### config.mk
export PLATFORM = sky130hd
export DESIGN_NAME = biquad_coeff_loader_flat
export DESIGN_NICKNAME = d
export VERILOG_FILES = /design/src/rtl/biquad_coeff_loader_if.sv /design/src/rtl/biquad_coeff_loader.sv /design/src/flat_wrapper.sv
export SDC_FILE = /design/constraint.sdc
export NUM_CORES = 1
export LEC_CHECK = 0
export CAP_MARGIN = 0
export CORE_UTILIZATION = 40
export CTS_BUF_LIST = sky130_fd_sc_hd__clkbuf_4 sky130_fd_sc_hd__clkbuf_8
export DETAILED_ROUTE_END_ITERATION = 7
export REMOVE_ABC_BUFFERS = 1
export SYNTH_ARGS = -nofsm -noshare
export SYNTH_HDL_FRONTEND = slang
export SYNTH_SLANG_ARGS = --single-unit
### constraint.sdc
create_clock -name wb_clk_i -period 3.9 [get_ports wb_clk_i]
set_input_delay 0.78 -clock wb_clk_i [delete_from_list [all_inputs] [get_ports wb_clk_i]]
set_output_delay 0.78 -clock wb_clk_i [all_outputs]
set_load 0.01 [all_outputs]
### src/rtl/biquad_coeff_loader_if.sv
// WISHBONE initiator bus between the coefficient loader and the filter register file.
interface biquad_coeff_loader_if;
  localparam int unsigned AW = 7;
  localparam int unsigned DW = 32;
  localparam int unsigned SW = 4;

  logic          wb_cyc_o;
  logic          wb_stb_o;
  logic          wb_we_o;
  logic [AW-1:0] wb_adr_o;
  logic [DW-1:0] wb_dat_o;
  logic [SW-1:0] wb_sel_o;
  logic          wb_ack_i;
  logic          wb_err_i;

  modport master (
    output wb_cyc_o, wb_stb_o, wb_we_o, wb_adr_o, wb_dat_o, wb_sel_o,
    input  wb_ack_i, wb_err_i
  );

  modport slave (
    input  wb_cyc_o, wb_stb_o, wb_we_o, wb_adr_o, wb_dat_o, wb_sel_o,
    output wb_ack_i, wb_err_i
  );
endinterface

### src/rtl/biquad_coeff_loader.sv
// Streams a table of biquad coefficients to a register file over WISHBONE,
// optionally followed by an update-trigger write, with per-write timeout.
module biquad_coeff_loader #(
  parameter int unsigned NENTRY  = 16,
  parameter int unsigned TIMEOUT = 255
) (
  input  logic                   wb_clk_i,
  input  logic                   wb_rst_i,
  input  logic                   load_wr_i,
  input  logic [3:0]             load_adr_i,
  input  logic [22:0]            load_dat_i,
  input  logic [4:0]             count_i,
  input  logic                   update_en_i,
  input  logic                   start_i,
  output logic                   busy_o,
  output logic                   done_o,
  output logic                   err_o,
  biquad_coeff_loader_if.master  wb
);

  localparam int unsigned IW = 5;                    // index/count width (0..16)
  localparam int unsigned EW = 4;                    // table address width
  localparam int unsigned TW = $clog2(TIMEOUT + 1);  // timeout counter width
  localparam int unsigned DW = 23;                   // table entry width

  typedef enum logic [2:0] {
    S_IDLE = 3'd0,
    S_REQ  = 3'd1,
    S_GAP  = 3'd2,
    S_UPD  = 3'd3,
    S_FIN  = 3'd4
  } state_t;

  state_t          state_q, state_d;
  logic [IW-1:0]   index_q, index_d;
  logic [IW-1:0]   count_q, count_d;
  logic            upd_q, upd_d;
  logic            err_q, err_d;
  logic [TW-1:0]   tmo_q, tmo_d;

  logic            cyc_q, cyc_d;
  logic            stb_q, stb_d;
  logic            we_q, we_d;
  logic [6:0]      adr_q, adr_d;
  logic [31:0]     dat_q, dat_d;
  logic [3:0]      sel_q, sel_d;
  logic            busy_q, busy_d;
  logic            done_q, done_d;

  logic [DW-1:0]   coef_q [NENTRY];
  logic [DW-1:0]   entry_c;
  logic [IW-1:0]   count_clamp_c;

  assign count_clamp_c = (32'(count_i) > NENTRY) ? IW'(NENTRY) : count_i;
  assign entry_c       = coef_q[index_d[EW-1:0]];

  // Coefficient table: host writes are locked out while a sequence runs.
  always_ff @(posedge wb_clk_i) begin
    if (load_wr_i && !busy_q && (32'(load_adr_i) < NENTRY)) begin
      coef_q[load_adr_i] <= load_dat_i;
    end
  end

  // State and registered-output update; reset drops the bus immediately.
  always_ff @(posedge wb_clk_i or posedge wb_rst_i) begin
    if (wb_rst_i) begin
      state_q <= S_IDLE;
      index_q <= '0;
      count_q <= '0;
      upd_q   <= 1'b0;
      err_q   <= 1'b0;
      tmo_q   <= '0;
      cyc_q   <= 1'b0;
      stb_q   <= 1'b0;
      we_q    <= 1'b0;
      adr_q   <= '0;
      dat_q   <= '0;
      sel_q   <= '0;
      busy_q  <= 1'b0;
      done_q  <= 1'b0;
    end else begin
      state_q <= state_d;
      index_q <= index_d;
      count_q <= count_d;
      upd_q   <= upd_d;
      err_q   <= err_d;
      tmo_q   <= tmo_d;
      cyc_q   <= cyc_d;
      stb_q   <= stb_d;
      we_q    <= we_d;
      adr_q   <= adr_d;
      dat_q   <= dat_d;
      sel_q   <= sel_d;
      busy_q  <= busy_d;
      done_q  <= done_d;
    end
  end

  // Sequencing: start latch, ack/err/timeout handling, entry walk.
  always_comb begin
    state_d = state_q;
    index_d = index_q;
    count_d = count_q;
    upd_d   = upd_q;
    err_d   = err_q;
    tmo_d   = '0;
    case (state_q)
      S_IDLE: begin
        if (start_i) begin
          count_d = count_clamp_c;
          upd_d   = update_en_i;
          err_d   = 1'b0;
          index_d = '0;
          if (count_clamp_c != '0) begin
            state_d = S_REQ;
          end else if (update_en_i) begin
            state_d = S_UPD;
          end else begin
            state_d = S_FIN;
          end
        end
      end
      S_REQ, S_UPD: begin
        // Bus error takes priority over a simultaneous ack.
        if (wb.wb_err_i) begin
          err_d   = 1'b1;
          state_d = S_FIN;
        end else if (wb.wb_ack_i) begin
          if (state_q == S_REQ) begin
            index_d = index_q + IW'(1);
            state_d = S_GAP;
          end else begin
            state_d = S_FIN;
          end
        end else if (tmo_q == TW'(TIMEOUT - 1)) begin
          err_d   = 1'b1;
          state_d = S_FIN;
        end else begin
          tmo_d = tmo_q + TW'(1);
        end
      end
      S_GAP: begin
        if (index_q < count_q) begin
          state_d = S_REQ;
        end else if (upd_q) begin
          state_d = S_UPD;
        end else begin
          state_d = S_FIN;
        end
      end
      S_FIN: begin
        state_d = S_IDLE;
      end
      default: begin
        state_d = S_IDLE;
      end
    endcase
  end

  // Output next-values derived from the upcoming state so they register with it.
  always_comb begin
    cyc_d  = 1'b0;
    stb_d  = 1'b0;
    we_d   = 1'b0;
    sel_d  = '0;
    adr_d  = '0;
    dat_d  = '0;
    busy_d = 1'b0;
    done_d = 1'b0;
    case (state_d)
      S_REQ: begin
        cyc_d  = 1'b1;
        stb_d  = 1'b1;
        we_d   = 1'b1;
        sel_d  = 4'hF;
        adr_d  = {entry_c[22:18], 2'b00};
        dat_d  = {14'b0, entry_c[17:0]};
        busy_d = 1'b1;
      end
      S_UPD: begin
        cyc_d  = 1'b1;
        stb_d  = 1'b1;
        we_d   = 1'b1;
        sel_d  = 4'hF;
        adr_d  = 7'h00;
        dat_d  = 32'h1;
        busy_d = 1'b1;
      end
      S_GAP: begin
        busy_d = 1'b1;
      end
      S_FIN: begin
        done_d = 1'b1;
      end
      default: begin
        busy_d = 1'b0;
      end
    endcase
  end

  assign wb.wb_cyc_o = cyc_q;
  assign wb.wb_stb_o = stb_q;
  assign wb.wb_we_o  = we_q;
  assign wb.wb_adr_o = adr_q;
  assign wb.wb_dat_o = dat_q;
  assign wb.wb_sel_o = sel_q;
  assign busy_o      = busy_q;
  assign done_o      = done_q;
  assign err_o       = err_q;

endmodule

### src/flat_wrapper.sv
// flat-port wrapper written by rule: the top's interface ports become plain ports
module biquad_coeff_loader_flat 
#(
  parameter int unsigned NENTRY  = 16,
  parameter int unsigned TIMEOUT = 255
)
  (wb_clk_i, wb_rst_i, load_wr_i, load_adr_i, load_dat_i, count_i, update_en_i, start_i, busy_o, done_o, err_o, wb_wb_cyc_o, wb_wb_stb_o, wb_wb_we_o, wb_wb_adr_o, wb_wb_dat_o, wb_wb_sel_o, wb_wb_ack_i, wb_wb_err_i);
  biquad_coeff_loader_if wb_i ();
  input  logic wb_clk_i;
  input  logic wb_rst_i;
  input  logic load_wr_i;
  input  logic [3:0] load_adr_i;
  input  logic [22:0] load_dat_i;
  input  logic [4:0] count_i;
  input  logic update_en_i;
  input  logic start_i;
  output logic busy_o;
  output logic done_o;
  output logic err_o;
  output wire logic [$bits(wb_i.wb_cyc_o)-1:0] wb_wb_cyc_o;
  output wire logic [$bits(wb_i.wb_stb_o)-1:0] wb_wb_stb_o;
  output wire logic [$bits(wb_i.wb_we_o)-1:0] wb_wb_we_o;
  output wire logic [$bits(wb_i.wb_adr_o)-1:0] wb_wb_adr_o;
  output wire logic [$bits(wb_i.wb_dat_o)-1:0] wb_wb_dat_o;
  output wire logic [$bits(wb_i.wb_sel_o)-1:0] wb_wb_sel_o;
  input wire logic [$bits(wb_i.wb_ack_i)-1:0] wb_wb_ack_i;
  input wire logic [$bits(wb_i.wb_err_i)-1:0] wb_wb_err_i;
  assign wb_wb_cyc_o = wb_i.wb_cyc_o;
  assign wb_wb_stb_o = wb_i.wb_stb_o;
  assign wb_wb_we_o = wb_i.wb_we_o;
  assign wb_wb_adr_o = wb_i.wb_adr_o;
  assign wb_wb_dat_o = wb_i.wb_dat_o;
  assign wb_wb_sel_o = wb_i.wb_sel_o;
  assign wb_i.wb_ack_i = wb_wb_ack_i;
  assign wb_i.wb_err_i = wb_wb_err_i;
  biquad_coeff_loader #(.NENTRY(NENTRY), .TIMEOUT(TIMEOUT)) u_core (.wb_clk_i(wb_clk_i), .wb_rst_i(wb_rst_i), .load_wr_i(load_wr_i), .load_adr_i(load_adr_i), .load_dat_i(load_dat_i), .count_i(count_i), .update_en_i(update_en_i), .start_i(start_i), .busy_o(busy_o), .done_o(done_o), .err_o(err_o), .wb(wb_i));
endmodule
==> flow_metrics.env <==
export IMPL_design_core_area_mm2=0.0408
export IMPL_drc_violation_count_after_routing=0
export IMPL_syn_cell_area_mm2=0.0165
export IMPL_final_min_period_over_clock_period=0.823
export IMPL_grt_max_degree=49
export IMPL_hold_ws_ps=383
export IMPL_first_global_vias=9909
export IMPL_number_of_buffers_inserted_during_clock_tree_synthesis=69
export IMPL_rows=74
export IMPL_postCtsHoldBufs=0
export IMPL_syn_instance_count=1090
export IMPL_avgViaCountPerCell=5.54
export IMPL_worstPathArrival_ps=3700
export IMPL_yosys_top_cells_count="sky130_fd_sc_hd__edfxtp_1, sky130_fd_sc_hd__nand2_1, sky130_fd_sc_hd__o21ai_0, sky130_fd_sc_hd__nand3_1, sky130_fd_sc_hd__dfrtp_1"
export IMPL_maxSlewViolCount=0
export IMPL_globalplace_congestion=0.822
export IMPL_floorplan_initialDensity=0.405
export IMPL_die_w_um=205
export IMPL_num_vias=9963
export IMPL_synthDominantAreaCellType="sky130_fd_sc_hd__edfxtp_1"
export IMPL_cts_repair_resized=0
export IMPL_grt_overflow_total=0
export IMPL_synth_seq_area_share=0.742
export IMPL_yosysWarnings=0
export IMPL_post_cts_repair_setup_buffers=0
export IMPL_clockBufferDepth=3
export IMPL_place_area_mm2=0.0183
export IMPL_grtUsageTotal=0.195
export IMPL_max_fclk_mhz=311
export IMPL_portBuffers=71
export IMPL_worstPathMaxFanout=23
export IMPL_synth_async_sr_flop_share=0.118
export IMPL_routed_wl_um=40300
export IMPL_grt_pass1_wl_um=60300
export IMPL_total_power_uw=11900
export IMPL_fillerInstances=3491
export IMPL_vdd_ir_drop_max_uv=276
export IMPL_hold_path_class="in -> async"
export IMPL_synth_seq_cells=417
export IMPL_number_of_failing_setup_endpoints_in_the_final_timing_report=0
export IMPL_drt_first_iter_violations=890
export IMPL_cts_clk_slew_worst_paths_ps=60
export IMPL_start_kind="input pin"
export IMPL_clock_tree_htree_level_count=3
export IMPL_synthMostInstantiatedCell="sky130_fd_sc_hd__edfxtp_1"
export IMPL_worst_skew_pair_late_latency_ps=610
export IMPL_drtPass1Iterations=6
export IMPL_synth_lib_cells_used_distinct=58
export IMPL_die_height_um=205
export IMPL_avgRoutedWirePerCell_um=22.4
export IMPL_setup_worst_path_class="in -> reg"
export IMPL_post_route_cells_drive_above_1_share=0.157
export IMPL_cp_data_required_time_ps=4390
export IMPL_final_hold_viol_count=0
export IMPL_p_leak_uw=0.00668
export IMPL_synth_largest_type_area_fraction=0.668
export IMPL_rsz_0062_raised_after_global_routing="false"
export IMPL_area_growth_synth_to_final_pct=19.1
export IMPL_most_used_flip_flop_cell_after_synthesis="sky130_fd_sc_hd__edfxtp_1"
export IMPL_floorplan_io_pins=88
export IMPL_antenna_found_initial=0
export IMPL_timing_worst_slew_pin_value_ps=816
export IMPL_synth_edf_count=368
export IMPL_power_per_cell_area_mw_per_mm2=604
export IMPL_finish_instance_area_mm2=0.0197
export IMPL_timing_setup_tns_ps=0
export IMPL_tritoncts="yes"
export IMPL_run_status="finished clean"
export IMPL_end_kind="flip-flop"
export IMPL_dp_hpwl_um=23000
export IMPL_syn_mean_instance_area_um2=15.2
export IMPL_timing_max_cap_violations=0
export IMPL_utilization_of_the_core_after_routing=0.482
export IMPL_finalNetCount=1257
export IMPL_period_needed_ps=3210
export IMPL_fin_skew_ps=21.8
export IMPL_slew_limit_headroom=0.455
export IMPL_fp_dieArea_mm2=0.0422
export IMPL_total_clock_sinks=417
export IMPL_synth_area_leaders="sky130_fd_sc_hd__edfxtp_1, sky130_fd_sc_hd__dfrtp_1, sky130_fd_sc_hd__mux2i_1, sky130_fd_sc_hd__a221oi_1, sky130_fd_sc_hd__nand2_1"
export IMPL_antenna_left=0
export IMPL_clock_tree_root_cell="sky130_fd_sc_hd__clkbuf_8"
==> metal layers <==
metal | global-route usage | vias to the layer above | routed length (um)
li1 | - | 4507 | -
met1 | 0.271 | 5054 | 18200
met2 | 0.305 | 344 | 18800
met3 | 0.0363 | 58 | 2430
met4 | 0.0680 | 0 | 876
met5 | 0 | - | 0
==> report_power, final <==
group	internal [uW]	switching, uW
combinational	1160	1650
clock	2110	1690
sequential	5110	172
total	8380	3510
==> cell families after synthesis <==
logic type	count (synthesis)	share of synthesized area
DFF	417	0.742
and+or+nand+nor	257	0.0775
AOI/OAI and AO/OA	249	0.112
buffers and inverters	104	0.0302
muxes	48	0.0291
adders and majority gates	7	0.00529
xor gates and xnor gates	7	0.00371
other	1	0.000227
==> state kept, by name, indices dropped and copies added, names as in the netlist <==
register / count
u_core.tmo_q: 8
u_core.busy_o: 1
u_core.done_o: 1
u_core.coef_q: 368
u_core.count_q: 5
u_core.wb.wb_dat_o: 18
u_core.wb.wb_adr_o: 5
u_core.wb.wb_sel_o: 1
u_core.index_q: 5
u_core.upd_q: 1
u_core.state_q: 3
u_core.err_o: 1
==> through the flow <==
| step | setup slack, ps | cells |
|---|---|---|
| after detailed placement | 115 | 1672 |
| after CTS | 751 | 1796 |
| final | 690 | 1797 |
| after floorplan | -2610 | 1016 |
| after global routing | 658 | 1796 |
| after global placement | 199 | 1672 |
==> worst paths after layout <==
| kind | from | to | slack [ps] | cells after the start |
|---|---|---|---|---|
| worst max-delay path | wb_wb_ack_i | u_core.wb.wb_dat_o[13] | 690 | 9 |
| max in group asynchronous | wb_rst_i | u_core.wb.wb_dat_o[6] | 2820 | 3 |
| worst max register to register | u_core.state_q[2] | u_core.wb.wb_dat_o[13] | 840 | 8 |
| worst min-delay path | wb_rst_i | u_core.tmo_q[3] | 380 | 2 |
| worst min register to register | u_core.count_q[0] | u_core.count_q[0] | 480 | 2 |
| min in group wb_clk_i | u_core.count_q[0] | u_core.count_q[0] | 480 | 2 |
==> cells in the final DEF (no fill, tap or decap), drive strengths merged, types with 3 or more instances in the layout <==
cell type      count
clkinv            20
nand3b             3
nand2b             4
o2111ai           44
o211a              3
nand2            105
inv               16
mux2i             47
nor3               8
nor2              37
nand3             55
buf               53
clkbuf            98
a21oi              6
conb              16
a221oi            46
clkdlybuf4s50     71
edfxtp           368
ha                 7
o211ai             5
o21ai             60
nand4              4
clkinvlp           3
and2               3
xor2               5
and4              22
dfrtp             49
a21o              47
a22oi             22
==> layout make-up <==
cell class / count / area, um2 / share of cell area
multi-input combinational: 584 / 3940 / 0.200
inverter: 15 / 56.3 / 0.00286
clock inverter: 26 / 178 / 0.00902
timing repair buffer: 124 / 1380 / 0.0702
sequential: 417 / 12300 / 0.623
antenna: 1 / 2.50 / 0.000127
clock buffer: 98 / 1190 / 0.0605
tap: 532 / 666 / 0.0338
==> worst max-delay path, stage by stage <==
cell                              delay (ps)
sky130_fd_sc_hd__clkdlybuf4s50_1         570
sky130_fd_sc_hd__or4b_1                  520
sky130_fd_sc_hd__buf_4                   200
sky130_fd_sc_hd__or3_1                   400
sky130_fd_sc_hd__a211o_1                 350
sky130_fd_sc_hd__buf_12                  190
sky130_fd_sc_hd__a221oi_1                270
sky130_fd_sc_hd__a22oi_1                 170
sky130_fd_sc_hd__and4_1                  240
No activity file was read; power rests on OpenSTA's default activity.
